[src/rtl/quad_gate_pkg.sv]
// Shared constants for the quad 2-input gate tester: gate function codes,
//   sequencer state encodings, vector count and the sn7408 pin map.
// Latency: n/a (package). Backpressure: n/a.
package quad_gate_pkg;

  // Gate function codes; 5..7 are rejected at start.
  localparam logic [2:0] FN_AND  = 3'd0;
  localparam logic [2:0] FN_NAND = 3'd1;
  localparam logic [2:0] FN_OR   = 3'd2;
  localparam logic [2:0] FN_NOR  = 3'd3;
  localparam logic [2:0] FN_XOR  = 3'd4;

  localparam int unsigned NUM_VECTORS = 16;

  typedef enum logic [2:0] {
    ST_IDLE   = 3'd0,
    ST_POWER  = 3'd1,
    ST_APPLY  = 3'd2,
    ST_SETTLE = 3'd3,
    ST_DONE   = 3'd4
  } state_t;

  // Pin map. The 8-bit drive word holds gate g's A input at bit 2g and its
  // B input at bit 2g+1; the 4-bit sense word holds gate g's Y at bit g.
  localparam int unsigned DRV_P1  = 0;  // g0 A
  localparam int unsigned DRV_P2  = 1;  // g0 B
  localparam int unsigned DRV_P4  = 2;  // g1 A
  localparam int unsigned DRV_P5  = 3;  // g1 B
  localparam int unsigned DRV_P9  = 4;  // g2 A
  localparam int unsigned DRV_P10 = 5;  // g2 B
  localparam int unsigned DRV_P13 = 6;  // g3 A
  localparam int unsigned DRV_P12 = 7;  // g3 B
  localparam int unsigned SNS_P3  = 0;  // g0 Y
  localparam int unsigned SNS_P6  = 1;  // g1 Y
  localparam int unsigned SNS_P8  = 2;  // g2 Y
  localparam int unsigned SNS_P11 = 3;  // g3 Y

  function automatic logic mode_valid(input logic [2:0] m);
    return (m <= FN_XOR);
  endfunction

endpackage

[src/rtl/gate_ref_model.sv]
// Reference gate function: expected Y for a given mode and A/B inputs.
// Latency: combinational. Backpressure: none.
// Ports: i_mode (function code), i_a/i_b (gate inputs), o_y (expected output;
//   0 for invalid codes, which the sequencer never runs).
module gate_ref_model
  import quad_gate_pkg::*;
(
  input  logic [2:0] i_mode,
  input  logic       i_a,
  input  logic       i_b,
  output logic       o_y
);

  always_comb begin
    o_y = 1'b0;
    case (i_mode)
      FN_AND:  o_y = i_a & i_b;
      FN_NAND: o_y = ~(i_a & i_b);
      FN_OR:   o_y = i_a | i_b;
      FN_NOR:  o_y = ~(i_a | i_b);
      FN_XOR:  o_y = i_a ^ i_b;
      default: o_y = 1'b0;
    endcase
  end

endmodule

[src/rtl/quad_gate_tester.sv]
// Powers a quad 2-input gate package, walks 16 vectors gate by gate, checks
//   each Y against the selected function and reports counts and pass flag.
// Latency: done 2+PWR_CYCLES+16*(1+SETTLE) cycles after start. No backpressure;
//   start is ignored while busy, abort returns to idle next cycle.
// Ports: clk/rst_n; start, abort, mode (control); p1..p13 gate drives, p14 VCC,
//   p7 GND; p3/p6/p8/p11 sensed outputs; busy, done, pass, test_count,
//   error_count, first_fail (status).
module quad_gate_tester
  import quad_gate_pkg::*;
#(
  parameter int PWR_CYCLES = 2,
  parameter int SETTLE     = 1
) (
  input  logic       clk,
  input  logic       rst_n,
  input  logic       start,
  input  logic       abort,
  input  logic [2:0] mode,
  output logic       p1,
  output logic       p2,
  output logic       p4,
  output logic       p5,
  output logic       p9,
  output logic       p10,
  output logic       p12,
  output logic       p13,
  output logic       p14,
  output logic       p7,
  input  logic       p3,
  input  logic       p6,
  input  logic       p8,
  input  logic       p11,
  output logic       busy,
  output logic       done,
  output logic       pass,
  output logic [4:0] test_count,
  output logic [4:0] error_count,
  output logic [3:0] first_fail
);

  localparam int CNT_MAX = (PWR_CYCLES > SETTLE) ? PWR_CYCLES : SETTLE;
  localparam int CNT_W   = (CNT_MAX > 1) ? $clog2(CNT_MAX) : 1;

  state_t           r_state, w_state_nxt;
  logic [CNT_W-1:0] r_cnt, w_cnt_nxt;
  logic [3:0]       r_vec, w_vec_nxt;
  logic [2:0]       r_mode;
  logic             r_mode_ok;
  logic [7:0]       r_drv, w_drv_nxt;
  logic             r_p14, w_p14_nxt;
  logic             r_busy, w_busy_nxt;
  logic             r_done, w_done_nxt;
  logic             r_pass, w_pass_nxt;
  logic             r_chk_vld, r_chk_err;
  logic [3:0]       r_chk_idx;
  logic [4:0]       r_test_cnt, r_err_cnt;
  logic [3:0]       r_first_fail;

  logic [3:0]       w_sns;
  logic             w_exp, w_y, w_mismatch;
  logic             w_accept, w_abort_run, w_sample;

  assign w_sns[SNS_P3]  = p3;
  assign w_sns[SNS_P6]  = p6;
  assign w_sns[SNS_P8]  = p8;
  assign w_sns[SNS_P11] = p11;

  gate_ref_model u_ref (
    .i_mode (r_mode),
    .i_a    (r_vec[1]),
    .i_b    (r_vec[0]),
    .o_y    (w_exp)
  );

  assign w_y         = w_sns[r_vec[3:2]];
  // Case inequality so an undriven or unknown output counts as a failure.
  assign w_mismatch  = (w_y !== w_exp);
  assign w_accept    = (r_state == ST_IDLE) && start && !abort;
  assign w_abort_run = abort && (r_state != ST_IDLE);
  assign w_sample    = (r_state == ST_SETTLE) && (r_cnt == '0) && !abort;

  // State register
  always_ff @(posedge clk or negedge rst_n) begin
    if (!rst_n) begin
      r_state <= ST_IDLE;
      r_cnt   <= '0;
      r_vec   <= '0;
    end else begin
      r_state <= w_state_nxt;
      r_cnt   <= w_cnt_nxt;
      r_vec   <= w_vec_nxt;
    end
  end

  // Next-state logic
  always_comb begin
    w_state_nxt = r_state;
    w_cnt_nxt   = r_cnt;
    w_vec_nxt   = r_vec;
    case (r_state)
      ST_IDLE: begin
        if (w_accept) begin
          w_vec_nxt = '0;
          if (mode_valid(mode)) begin
            w_state_nxt = ST_POWER;
            w_cnt_nxt   = CNT_W'(PWR_CYCLES - 1);
          end else begin
            w_state_nxt = ST_DONE;
          end
        end
      end
      ST_POWER: begin
        if (r_cnt == '0) w_state_nxt = ST_APPLY;
        else             w_cnt_nxt   = r_cnt - CNT_W'(1);
      end
      ST_APPLY: begin
        w_state_nxt = ST_SETTLE;
        w_cnt_nxt   = CNT_W'(SETTLE - 1);
      end
      ST_SETTLE: begin
        if (r_cnt != '0) begin
          w_cnt_nxt = r_cnt - CNT_W'(1);
        end else if (r_vec == 4'(NUM_VECTORS - 1)) begin
          w_state_nxt = ST_DONE;
        end else begin
          w_vec_nxt   = r_vec + 4'd1;
          w_state_nxt = ST_APPLY;
        end
      end
      ST_DONE: begin
        // Hold one extra cycle while the last vector's result is folded in.
        if (!r_chk_vld) begin
          w_state_nxt = ST_IDLE;
          w_vec_nxt   = '0;
        end
      end
      default: w_state_nxt = ST_IDLE;
    endcase
    if (w_abort_run) begin
      w_state_nxt = ST_IDLE;
      w_cnt_nxt   = '0;
      w_vec_nxt   = '0;
    end
  end

  // Output logic: next values of the registered pin drives and status flags.
  // Drives follow the current state one cycle later, so p14 rises the cycle
  // after start and each vector appears the cycle after its APPLY state.
  always_comb begin
    w_drv_nxt  = r_drv;
    w_p14_nxt  = 1'b0;
    w_busy_nxt = r_busy;
    w_done_nxt = 1'b0;
    w_pass_nxt = r_pass;
    case (r_state)
      ST_IDLE: begin
        w_drv_nxt = '0;
        if (w_accept) begin
          w_busy_nxt = 1'b1;
          w_pass_nxt = 1'b0;
        end
      end
      ST_POWER:  w_p14_nxt = 1'b1;
      ST_APPLY: begin
        w_p14_nxt = 1'b1;
        w_drv_nxt[{r_vec[3:2], 1'b0}] = r_vec[1];
        w_drv_nxt[{r_vec[3:2], 1'b1}] = r_vec[0];
      end
      ST_SETTLE: w_p14_nxt = 1'b1;
      ST_DONE: begin
        w_drv_nxt = '0;
        if (!r_chk_vld) begin
          w_done_nxt = 1'b1;
          w_busy_nxt = 1'b0;
          w_pass_nxt = r_mode_ok && (r_err_cnt == 5'd0);
        end
      end
      default: w_drv_nxt = '0;
    endcase
    if (w_abort_run) begin
      w_drv_nxt  = '0;
      w_p14_nxt  = 1'b0;
      w_busy_nxt = 1'b0;
      w_done_nxt = 1'b0;
      w_pass_nxt = 1'b0;
    end
  end

  // Pin bank, status flags and result counters
  always_ff @(posedge clk or negedge rst_n) begin
    if (!rst_n) begin
      r_drv        <= '0;
      r_p14        <= 1'b0;
      r_busy       <= 1'b0;
      r_done       <= 1'b0;
      r_pass       <= 1'b0;
      r_mode       <= FN_AND;
      r_mode_ok    <= 1'b0;
      r_chk_vld    <= 1'b0;
      r_chk_err    <= 1'b0;
      r_chk_idx    <= '0;
      r_test_cnt   <= '0;
      r_err_cnt    <= '0;
      r_first_fail <= '0;
    end else begin
      r_drv     <= w_drv_nxt;
      r_p14     <= w_p14_nxt;
      r_busy    <= w_busy_nxt;
      r_done    <= w_done_nxt;
      r_pass    <= w_pass_nxt;
      r_chk_vld <= w_sample;
      if (w_sample) begin
        r_chk_err <= w_mismatch;
        r_chk_idx <= r_vec;
      end
      if (w_accept) begin
        r_mode       <= mode;
        r_mode_ok    <= mode_valid(mode);
        r_test_cnt   <= '0;
        r_err_cnt    <= '0;
        r_first_fail <= '0;
      end else if (r_chk_vld && !w_abort_run) begin
        r_test_cnt <= r_test_cnt + 5'd1;
        if (r_chk_err) begin
          r_err_cnt <= r_err_cnt + 5'd1;
          if (r_err_cnt == 5'd0) r_first_fail <= r_chk_idx;
        end
      end
    end
  end

  assign p1          = r_drv[DRV_P1];
  assign p2          = r_drv[DRV_P2];
  assign p4          = r_drv[DRV_P4];
  assign p5          = r_drv[DRV_P5];
  assign p9          = r_drv[DRV_P9];
  assign p10         = r_drv[DRV_P10];
  assign p13         = r_drv[DRV_P13];
  assign p12         = r_drv[DRV_P12];
  assign p14         = r_p14;
  assign p7          = 1'b0;
  assign busy        = r_busy;
  assign done        = r_done;
  assign pass        = r_pass;
  assign test_count  = r_test_cnt;
  assign error_count = r_err_cnt;
  assign first_fail  = r_first_fail;

endmodule

[config.mk]
export PLATFORM = sky130hd
export DESIGN_NAME = quad_gate_tester
export DESIGN_NICKNAME = d
export VERILOG_FILES = /design/src/rtl/quad_gate_pkg.sv /design/src/rtl/gate_ref_model.sv /design/src/rtl/quad_gate_tester.sv
export SDC_FILE = /design/constraint.sdc
export NUM_CORES = 1
export LEC_CHECK = 0
export ABC_CLOCK_PERIOD_IN_PS = 2400
export BUFFER_PORTS_ARGS = -buffer_cell sky130_fd_sc_hd__clkbuf_2
export CAP_MARGIN = 20
export CORE_UTILIZATION = 46
export CTS_CLUSTER_SIZE = 10
export DETAILED_ROUTE_END_ITERATION = 8
export GPL_TIMING_DRIVEN = 0
export PLACE_DENSITY_LB_ADDON = 0.2
export SYNTH_ARGS = -nofsm -noshare
export SYNTH_HDL_FRONTEND = slang
export SYNTH_SLANG_ARGS = --single-unit
[constraint.sdc]
create_clock -name clk -period 2.4 [get_ports clk]
set_input_delay 0.12 -clock clk [delete_from_list [all_inputs] [get_ports clk]]
set_output_delay 0.12 -clock clk [all_outputs]
set_load 0.01 [all_outputs]
After elaboration in Yosys (flattened, before gate mapping) --
Cells that the tools add are included.
Storage, ports and cells: bits in registers 44, bits of input ports 11, word-level logic and storage cells 130
Cells by class: add/subtract/negate cells 4, $lt $le $gt $ge 6, eq/ne operators 17, mux-type cells 52, bitwise operators 6, reductions and logical operators 29
Operators by type and width (count):
- 4-bit 2-to-1 mux | 9
- 5-bit 2-to-1 mux | 5
- 3-bit 2-to-1 mux | 7
- 1-bit 2-to-1 mux | 18
- 8-bit bitwise mux | 2
- 8-bit case mux with 2 select lines | 1
- 3-bit inequality test, second input constant | 5
- 3-bit case mux with 5 select lines | 1
- 3-bit by 2-bit equality test with 1-bit output, second input constant | 4
- 4-bit case mux with 3 select lines | 1
- 5-bit by 1-bit adder with 5-bit output, second input constant | 2
- 1-bit logical AND | 9
- 3-bit AND reduction | 3
- 3-bit by 4-bit less-than comparator with 1-bit output, second input constant | 2
- 8-bit 2-to-1 mux | 1
- 4-bit nonzero test | 2
- 3-bit by 1-bit equality test with 1-bit output, second input constant | 2
- 3-bit equality test, second input constant | 2
- 3-bit by 1-bit greater-or-equal comparator with 1-bit output, second input constant | 2
- 3-bit zero test | 2
- 2-bit nonzero test | 3
- 3-bit nonzero test | 2
- 5-bit zero test | 1
- 1-bit case mux with 5 select lines | 1
- 22 further kinds | 27

Longest topological paths before layout --
Gate-level depths: netlist of run 1.
word-level depth 8, gate-level depth with buffers 6, depth with buffers taken out 6

Cells and area by module --
From an unflattened synthesis of run 1, not the netlist that was laid out.
Unflattened totals: cell total of the unflattened synthesis 222, area, all modules 2210.9 sq um
By module, submodules not included:
- quad_gate_tester | instances 1, cells each 212, area each 2137.0 sq um, sequential area each 1101.1 sq um
- gate_ref_model | instances 1, cells each 10, area each 73.8 sq um, sequential area each 0.0 sq um

Least setup slack after synthesis of run 1 --
Ideal clock, no wire load.
path kind reg-to-reg, start point register r_vec[0], end point register r_chk_err, setup time 0.131 ns, arrival 1.456 ns, required time 2.269 ns, setup slack 0.813 ns, stages on the path, launching flop included 6, clock period less this slack 1.587 ns, path through dfrtp_1 ha_1 xor2_1 a22oi_1 a2111oi_0 or3_1
Between the ends: word-level cells in the longest chain between the ends 4, elaborated cells on any way between the ends 7
RTL lines:
- start, declared | RTL line quad_gate_tester.sv:46 | logic [3:0] r_vec, w_vec_nxt;
- start signal, assigned | RTL line quad_gate_tester.sv:91 | r_vec <= w_vec_nxt;
- 1-bit OR / 1-bit AND (equally long branches)
- 1-bit inverter (on tied branches) | RTL line gate_ref_model.sv:20, gate_ref_model.sv:18
- 1-bit case mux with 5 select lines * | RTL line gate_ref_model.sv:16 | case (i_mode)
- 1-bit !== test * | RTL line quad_gate_tester.sv:77 | assign w_mismatch = (w_y !== w_exp);
- end signal, assigned | RTL line quad_gate_tester.sv:213 | r_chk_err <= w_mismatch;
- end, declared | RTL line quad_gate_tester.sv:54 | logic r_chk_vld, r_chk_err;
Every way passes the cells marked *; elsewhere a longest branch is shown, timed or not. A chain may end at the register's enable or synchronous reset.

Final worst setup path of run 1 --
start point register r_err_cnt[0] (netlist: error_count[0]), end point register r_first_fail[1] (netlist: first_fail[1])
Between the ends: word-level cells in the longest chain between the ends 3
RTL lines:
- start, declared | RTL line quad_gate_tester.sv:56 | logic [4:0] r_test_cnt, r_err_cnt;
- start signal, assigned | RTL line quad_gate_tester.sv:225 | r_err_cnt <= r_err_cnt + 5'd1;
- 5-bit zero test | RTL line quad_gate_tester.sv:226 | if (r_err_cnt == 5'd0) r_first_fail <= r_chk_idx;
- 2-bit nonzero test (no source line)
- 3-bit AND reduction (no source line)
- end signal, assigned | RTL line quad_gate_tester.sv:226
- end, declared | RTL line quad_gate_tester.sv:57 | logic [3:0] r_first_fail;
Every way passes these cells.

==> results of run 1 <==
[power breakdown]
part | leakage, nW | internal [mW] | switching, mW | total [mW]
clock network | 0.0552 | 0.309 | 0.244 | 0.553
registers | 0.599 | 0.812 | 0.0755 | 0.887
logic | 0.701 | 0.150 | 0.208 | 0.358
[worst max-delay path, stage by stage, from the launching register on]
cell	delay, ps
dfrtp_1	410
inv_1	100
ha_1	140
nor4b_1	530
nand4_2	310
mux2i_1	230
nor2_1	60
[flip-flops by register name, summed over array words and instances (netlist names)]
| register | cells |
|---|---|
| error_count | 5 |
| first_fail | 4 |
| r_chk_err | 1 |
| p14 | 1 |
| pass | 1 |
| test_count | 5 |
| done | 1 |
| r_mode_ok | 1 |
| r_vec | 4 |
| r_chk_idx | 4 |
| r_drv | 8 |
| r_chk_vld | 1 |
| r_mode | 3 |
| r_cnt | 1 |
| r_state | 3 |
| busy | 1 |
[synthesized netlist by cell type, types with 2 or more instances]
cell      instances
o21ai_0          11
a31oi_1           6
and2_1            4
a22oi_1           9
nand4_1           3
dfrtp_1          44
xnor2_1           2
buf_4             2
nand3_1          12
inv_1             6
buf_2             4
mux2i_1           5
ha_1              5
mux2_2           16
and3_1            4
nand2_1           7
a21oi_1           3
xor2_1            8
nor2_1           30
nor2b_1          11
clkbuf_1          5
[cells by family (layout without fill, tap and decap cells)]
group | after synthesis | after routing
compound gates | 38 | 38
simple gates | 83 | 83
buf+inv | 19 | 65
other cells | 1 | 1
xor+xnor | 10 | 10
fa+ha+maj | 5 | 5
mux | 22 | 22
flops | 44 | 44
[per-layer routing]
layer	part of all wire [%]	up-vias
met5	0	-
met4	1.7	0
met3	3.3	7
met2	48	37
met1	47	825
li1	-	867
[worst max-delay path by stage]
stage	slack, ps	end	startpoint
after floorplan	810	r_chk_err	r_vec[0]
after global routing	400	first_fail[1]	error_count[0]
after CTS	490	first_fail[1]	error_count[0]
after detailed placement	540	first_fail[1]	error_count[0]
final	520	first_fail[1]	error_count[0]
after global placement	540	first_fail[2]	error_count[0]
[layout make-up]
class,instances,area [µm²]
fill,438,2050
multi-input combinational,159,1110
sequential,44,1100
timing repair buffer,38,210
tap,67,83.8
clock buffer,6,72.6
buffer,13,68.8
clock inverter,2,35.0
inverter,6,22.5
[stage by stage]
| stage | area, µm² | cells |
|---|---|---|
| floorplan | 2300 | 222 |
| global placement | 2560 | 325 |
| detailed placement | 2560 | 325 |
| CTS | 2670 | 333 |
| global route | 2700 | 335 |
| finish | 2700 | 335 |
[cells in the final DEF, fill, tap and decap left out, types with 5 or more instances in the layout]
master	count
a31oi_1	6
nor2_1	30
clkbuf_8	5
dfrtp_1	44
inv_1	6
xor2_1	8
clkbuf_2	36
nor2b_1	11
o21ai_0	11
clkbuf_1	6
nand2_1	7
mux2i_1	5
ha_1	5
mux2_2	16
nand3_1	12
a22oi_1	9
[timing repair]
action	CTS	global route
hold buffers	0	1
resized for setup	0	0
endpoints found under the hold margin	0	9
==> metrics, run 1 <==
status=finished, final reports clean; die area=0.00529 mm²; DR pass1 iterations=4; fmax=531 MHz; Hold Path Sink=r_mode[2]; die height=72.7 µm; Slew @ Worst Pin=637 ps; Max FO, Critical Path=4; largest net degree at the start of global routing=45; sequential share of the synthesized area=between 40 and 50%; vias in the first global route=1617; mux contribution to synthesized area=between 10% and 20%; vias per cell=5.18; n_diodes=0; Reg-to-Reg Start=error_count[0]; dominant cells by area after synthesis=dfrtp_1, mux2_2, nor2_1; Post-synth ARST share=100%; ratio of cells with drive above 1 in the final layout=roughly 27%; Mapped Cells=222; worst skew pair latency=290 ps; Top FF cell, synth=dfrtp_1; Max Cap Viol=0; met2 Track Usage GR=30.9%; io pins=38; Yosys top cell by area=dfrtp_1; Synth Warn #=0; EDFF count, synth=0; fin crit share=a little under 80%; Post-Synth Adder-Cell Area=2.72%; max-slew violations=0; drt initial violations=97; Final Routed Wirelength=approximately 4500 µm; reg2reg path depth=6; grt met1 use=24.9%; area share of the largest cell type after synthesis=47.9%; hold slack final=74.6 ps; root buffer cell=clkbuf_8; power density cells=666 mW/mm²; Mean Syn Cell Area=10.4 µm²; Via Count=1736; CTS Buf Count=5; Tightest Hold Check Type=in2reg; hold path startpoint=mode[2]; peak supply drop=0.281 mV; Total GRT Usage=between 10% and 20%; worst path required time=2580 ps; Port Buffer Count=36; slew margin rel.=between 50 and 60%; Syn Nets=238; Final Hold Viols=0; clk_skew=3.14 ps; DP HPWL=3260 µm; CP arrival=2060 ps; met3 usage=4.14%; busiest layer in global routing=met2; Clock Sinks=between 40 and 50; hold depth=2; Layout area overhead=17.5%; Initial Util=48.4%; Congestion Overflow GR=0; CTS tree=done; largest family of logic cells by synthesized area=simple AND/OR/NAND/NOR gates; Final GP Congestion=0.815; RSZ-0062 raised after global routing=false; post-synthesis simple-gate area fraction=18.9%; initial antenna violation count=0; Synth Cell Area=0.00230 mm²; Post-route DRC=0; Cell Rows=25; final setup margin=518 ps; WS Path Type=reg2reg; Compound-Gate Fraction of Synth Area=11.5%; # nets final=around 280; # H-tree levels=2; Die X-Extent=72.7 µm; Period minus WS final=about 1900 ps; Bufs on Longest Clock Path=2; total core area=0.00475 mm²; first-pass GRT wire length=7710 µm; antenna viol nets, final=0; Reg-to-Reg End=first_fail[1]; dpl ws=543 ps; power consumption=roughly 1.8 mW; setup bufs post-CTS=0; Post-Synth XOR/XNOR Area=3.81%; final-report setup violation count=0; Seq cells post-synth=44; clock-pin slew on the worst setup and hold paths=80 ps; Static Leak=~1.4 nW; crit end category=flop; Startpoint Class=flop; Util after Layout=56.8%; DR WL/cell=13.4 µm; r2r setup slk=520 ps; Netlist cell types=46; setup tns final=0 ps
No activity file was read; power rests on OpenSTA's default activity.
==> run 2, diff against run 1 <==
- ABC_AREA: unset -> 1
- ABC_CLOCK_PERIOD_IN_PS: 2400 -> 1500
- clock period: 2.4 -> 1.5 ns (I/O delays scaled with it)
==> run 2 against run 1 <==
Against the previous run:
- first-iteration DRC count up 15%
- sequential cell count stayed put
- critical endpoint is now error_count[4]
- sequential share of layout area down 0.75 points
- largest cell class is now sequential cells
- highest routed layer unchanged
==> metrics, run 2 <==
Layout area overhead=19.7%; Cell Rows=25 (unchanged); die height=72.8 µm (+0.16%); Die X-Extent=72.8 µm (+0.16%); Yosys top cell by area=dfrtp_1; final-report setup violation count=0 (unchanged); Static Leak=1.43 nW (+5.2%); CTS tree=done; area share of the largest cell type after synthesis=47.7% (-0.16 points); CP arrival=1610 ps (-450 ps); Clock Sinks=44 (unchanged); Startpoint Class=flop; n_diodes=0 (unchanged); worst path required time=1690 ps (-890 ps); Mapped Cells=280 (+26%); filler cell count=452 (+3.2%); Final Routed Wirelength=4570 µm (+1.7%); vias in the first global route=1758 (+8.7%); Syn Nets=296 (+24%); vias per cell=4.78 (-7.8%); crit end category=flop; Seq cells post-synth=44 (unchanged); setup tns final=0 ps (unchanged); area occupied by multi-input gates=0.00108 mm² (-2.4%); Final Hold Viols=0 (unchanged); dominant cells by area after synthesis=dfrtp_1, nand2_1, nand3_1; worst skew pair latency=300 ps (about the same); Bufs on Longest Clock Path=2 (unchanged); io pins=38 (unchanged); Via Count=1902 (+9.6%); CTS Buf Count=5 (unchanged); RSZ-0062 raised after global routing=true; # nets final=347 (+23%); Clk pwr share=21.9% (-8.9 points); Util after Layout=57.7% (+0.88 points); FF+latch area=0.00110 mm² (+0.34%); Port Buffer Count=36 (unchanged); status=finished, final reports clean; Pint=2.05 mW (+61%); max reg flops=8 (unchanged); Initial Util=48.2% (-0.16 points); Netlist cell types=28 (-39%); Sw Share=37.7% (+8.3 points); dpl ws=-63.4 ps (-607 ps); peak supply drop=0.508 mV (+81%); Final GP Congestion=0.869 (+6.6%); Post-route DRC=0 (unchanged); Congestion Overflow GR=0 (unchanged); DR WL/cell=11.5 µm (-14%); fmax=704 MHz (+32%); Top FF cell, synth=dfrtp_1; Max FO, Critical Path=10 (+6); Max Cap Viol=0 (unchanged); die area=0.00530 mm² (+0.32%); Period minus WS final=1420 ps (-461 ps); first-pass GRT wire length=7970 µm (+3.3%); Seq pwr share=45.2% (-4.1 points); antenna viol nets, final=0 (unchanged); Non-Filler Instances=398 (+19%); clk_skew=3.51 ps (+0.378 ps); ratio of cells with drive above 1 in the final layout=26.0% (-1.3 points); post-placement cell count=383 (+18%); max-slew violations=0 (unchanged); Gate power share=32.9% (+13 points); power density cells=1190 mW/mm² (+79%); clock-pin slew on the worst setup and hold paths=80 ps (about the same); largest net degree at the start of global routing=45 (unchanged); slew margin rel.=61.7% (+4.7 points); DR pass1 iterations=4 (unchanged); total core area=0.00479 mm² (+0.66%); count leader, synth=nand2_1; Synth Warn #=0 (unchanged); Post-synth ARST share=100% (unchanged); # H-tree levels=2 (unchanged); initial antenna violation count=0 (unchanged); top post-synthesis cells by count=nand2_1, dfrtp_1, nand3_1, inv_1; final setup margin=78.8 ps (-439 ps); root buffer cell=clkbuf_8; hold slack final=12.5 ps (-62.1 ps); NetSw=1.24 mW (+130%); sequential share of the synthesized area=47.7% (-0.16 points); EDFF count, synth=0 (unchanged); commonest non-fill, non-tap cell in the layout=nand2_1; Mean Syn Cell Area=8.24 µm² (-20%); drt initial violations=112 (+15%); Slew @ Worst Pin=575 ps (-62.2 ps); most frequent cells in the layout=nand2_1, dfrtp_1, clkbuf_2; fin crit share=94.7% (+16 points); WS Path Type=reg2reg; Synth Cell Area=0.00231 mm² (+0.33%); DP HPWL=3380 µm (+3.8%); most flop-heavy register=r_drv; Total GRT Usage=19.7% (+0.67 points); Tightest Hold Check Type=in2reg
-- run 2: cell types whose count changed after synthesis, sizes merged, moves of 6 or more --
| cell | change |
|---|---|
| a31oi | -6 |
| mux2 | -16 |
| a22oi | -9 |
| nor2 | -8 |
| inv | +23 |
| nand3 | +19 |
| nand2 | +83 |
| o21ai | +19 |
| nor2b | -11 |
-- run 2: worst paths after layout --
check	slack (ps)	depth (start not counted)	end	startpoint
max in group asynchronous	670	3	r_vec[0]	rst_n
max reg2reg	80	7	error_count[4]	r_state[0]
min in group asynchronous	290	2	error_count[0]	rst_n
min reg2reg	480	2	busy	busy
min	10	3	r_mode[2]	mode[2]
max	80	7	error_count[4]	r_state[0]
-- run 2: layer usage --
metal / wire length, µm / global-route usage [%] / share of wire, %
met5: 0 / 0 / 0
met4: 64 / 7.19 / 1.4
met3: 139 / 3.87 / 3.0
met2: 2210 / 33.0 / 48
met1: 2160 / 25.2 / 47
-- run 2: kinds of logic after synthesis --
logic type	Yosys count	share of synthesized area, %
compound gates	36	8.89
buf+inv	34	6.40
fa+ha+maj	5	2.71
other cells	1	0.163
simple gates	152	31.1
flops	44	47.7
xor+xnor	8	3.04
-- run 2: power groups by stage --
stage               Clock, mW  Combinational, mW  Sequential [mW]
floorplan                   0              0.727             1.51
global placement            0              0.987             1.51
detailed placement          0               1.00             1.51
CTS                     0.746               1.01             1.49
global route            0.778               1.22             1.52
finish                  0.721               1.08             1.49
-- run 2: final cells by class --
type	count	share of cell area, %
Sequential cell	44	40.0
Multi-Input combinational cell	202	39.1
Timing Repair Buffer	44	9.52
Inverter	29	4.03
Tap cell	67	3.04
Clock buffer	5	2.49
Buffer	5	1.31
Clock inverter	2	0.453
-- run 2: through the flow --
stage | cell area (µm²) | total power [mW]
global placement | 2570 | 2.49
floorplan | 2310 | 2.24
finish | 2760 | 3.29
detailed placement | 2570 | 2.51
CTS | 2660 | 3.24
global route | 2760 | 3.52
-- run 2: repair_timing --
| action | in CTS | in global routing |
|---|---|---|
| resized for setup | 3 | 10 |
| hold endpoints to repair | 0 | 20 |
| pin swaps | 0 | 3 |
| cloned | 0 | 0 |
| endpoints found under the setup margin | 4 | 23 |
| buffers inserted | 1 | 5 |
| hold buffers | 0 | 1 |
-- run 2: worst max-delay path: stages, from the launching register on --
cell	delay, ps
dfrtp_1	430
nor2_4	180
nand2_4	110
nor2_4	150
buf_4	150
buf_6	120
or2_1	100
o21ai_1	50
==> run 3, diff against run 2 <==
- CELL_PAD_IN_SITES_DETAIL_PLACEMENT: unset -> 1
- CELL_PAD_IN_SITES_GLOBAL_PLACEMENT: unset -> 2
- CORE_UTILIZATION: 46 -> 30
==> run 3 against run 2 <==
Against the previous run:
- count of clock-buffer cells in the layout unchanged
- core utilization down 17 points
- sequential power about the same
- clock power up 32%
- clock skew up 6.0 ps
- critical path depth up 2
- fmax down 0.62%
- sequential cell count unchanged
- sequential share of layout area down 2.5 points
- critical path type unchanged
==> metrics, run 3 (synthesized netlist as in run 2, its figures left out) <==
ratio of cells with drive above 1 in the final layout=31.0% (+5.0 points); most flop-heavy register=r_drv; Period minus WS final=1430 ps (+8.81 ps); status=finished, final reports clean; hold slack final=6.45 ps (-6.02 ps); Max Cap Viol=0 (unchanged); power density cells=1250 mW/mm² (+5.3%); antenna viol nets, final=0 (unchanged); worst path required time=1690 ps (about the same); r2r setup slk=70 ps (about the same); Cell Chain, Critical Path=nor2_4 -> nand2_4 -> inv_1 -> nand2_2 -> nand2_2 -> nor2_4 -> buf_4 -> nand3_1 -> nand2_1; clock-pin slew on the worst setup and hold paths=100 ps (+20 ps); filler cell count=890 (+97%); Cell Rows=31 (+24%); DR WL/cell=13.2 µm (+15%); CTS tree=done; Util after Layout=40.2% (-17 points); Final Routed Wirelength=5780 µm (+27%); Reg-to-Reg End=r_vec[3]; Die X-Extent=89.7 µm (+23%); die area=0.00805 mm² (+52%); Startpoint Class=flop; fmax=699 MHz (-0.62%); total core area=0.00733 mm² (+53%); root buffer cell=clkbuf_8; worst skew pair latency=300 ps (about the same); max reg flops=8 (unchanged); slowest CP cell=dfrtp_2; first-pass GRT wire length=9480 µm (+19%); Post-route DRC=0 (unchanged); peak supply drop=0.468 mV (-7.9%); Tightest Hold Check Type=in2reg; Hold Path Sink=r_mode[2]; beginning of the critical path=r_state[0]; die height=89.7 µm (+23%); fin crit share=95.3% (+0.59 points); cell family with most CP delay=simple AND/OR/NAND/NOR gates; WP buf/inv=2 (unchanged); crit end category=flop; Final GP Congestion=0.774 (-11%); Bufs on Longest Clock Path=2 (unchanged); Layout area overhead=27.9%; slew margin rel.=56.4% (-5.3 points); DR pass1 iterations=4 (unchanged); largest net degree at the start of global routing=24 (-47%); Port Buffer Count=36 (unchanged); final-report setup violation count=0 (unchanged); CTS Buf Count=5 (unchanged); area occupied by multi-input gates=0.00113 mm² (+4.5%); FF+latch area=0.00111 mm² (+0.11%); max-slew violations=0 (unchanged); Clock Sinks=44 (unchanged); Reg-to-Reg Start=r_state[0]; hold depth=3 (unchanged); vias in the first global route=1960 (+11%); reg2reg path depth=9 (+2); clk_skew=9.53 ps (+6.01 ps); Initial Util=31.5% (-17 points); # nets final=354 (+2.0%); io pins=38 (unchanged); DP HPWL=4390 µm (+30%); # H-tree levels=2 (unchanged); Slew @ Worst Pin=655 ps (+79.9 ps); CP arrival=1620 ps (about the same); n_diodes=0 (unchanged); Via Count=1976 (+3.9%); Static Leak=1.49 nW (+4.4%); Total GRT Usage=15.6% (-4.1 points); drt initial violations=51 (-54%); WS Path Type=reg2reg; crit-path max cell delay=450 ps (+20 ps); Max FO, Critical Path=4 (-6); power consumption=3.70 mW (+13%); initial antenna violation count=0 (unchanged); commonest non-fill, non-tap cell in the layout=nand2_1; most frequent cells in the layout=nand2_1, dfrtp_1, clkbuf_2; Congestion Overflow GR=0 (unchanged); hold path startpoint=mode[2]; Final Hold Viols=0 (unchanged); vias per cell=4.51 (-5.6%)
run 3: metrics by stage:
step	worst slack, ps	cell area [µm²]	instances	TNS (ps)
after floorplan	147	2310	280	0
after global placement	-89.2	2610	415	-342
after detailed placement	-106	2640	416	-486
after CTS	17.9	2810	430	0
after global routing	-16.2	2950	438	-63.0
final	69.9	2950	438	0
run 3: report_power, final:
part / leakage [nW] / total, mW / internal, mW / switching, mW
logic: 0.838 / 1.25 / 0.494 / 0.757
clock network: 0.0548 / 0.951 / 0.502 / 0.449
registers: 0.595 / 1.50 / 1.34 / 0.159
total: 1.49 / 3.70 / 2.34 / 1.36
run 3: repair_timing:
action                                  4_1_cts  5_1_grt
setup buffers                                 4        8
cloned                                        0        0
endpoints found under the setup margin       13       25
resized for setup                             3       28
hold buffers                                  2        0
endpoints found under the hold margin        23        0
pin swaps                                     1        9
run 3: cell type report:
cell class | instances | area share (%)
buffer | 5 | 1.31
clock buffer | 5 | 2.33
clock inverter | 3 | 1.57
inverter | 29 | 3.77
multi-input combinational | 202 | 38.3
sequential | 44 | 37.5
tap | 99 | 4.20
timing repair buffer | 51 | 11.0
run 3: routing by layer:
metal / GRT usage [%] / part of all wire, % / up-vias
li1: - / - / 1008
met1: 20.7 / 48 / 935
met2: 25.8 / 49 / 28
met3: 2.83 / 2.5 / 5
met4: 4.76 / 0.97 / 0
met5: 0 / 0 / -
run 3: worst max path at each step:
stage / slack, ps / depth (start not counted) / end
after floorplan: 150 / 9 / r_vec[0]
after global placement: -90 / 9 / r_vec[2]
after detailed placement: -110 / 9 / r_vec[2]
after CTS: 20 / 7 / r_drv[6]
after global routing: -20 / 8 / r_vec[1]
final: 70 / 9 / r_vec[3]
run 3: worst min-delay path, stage by stage:
cell,delay (ps)
clkbuf_2,90
nand2_1,50
o21ai_0,60
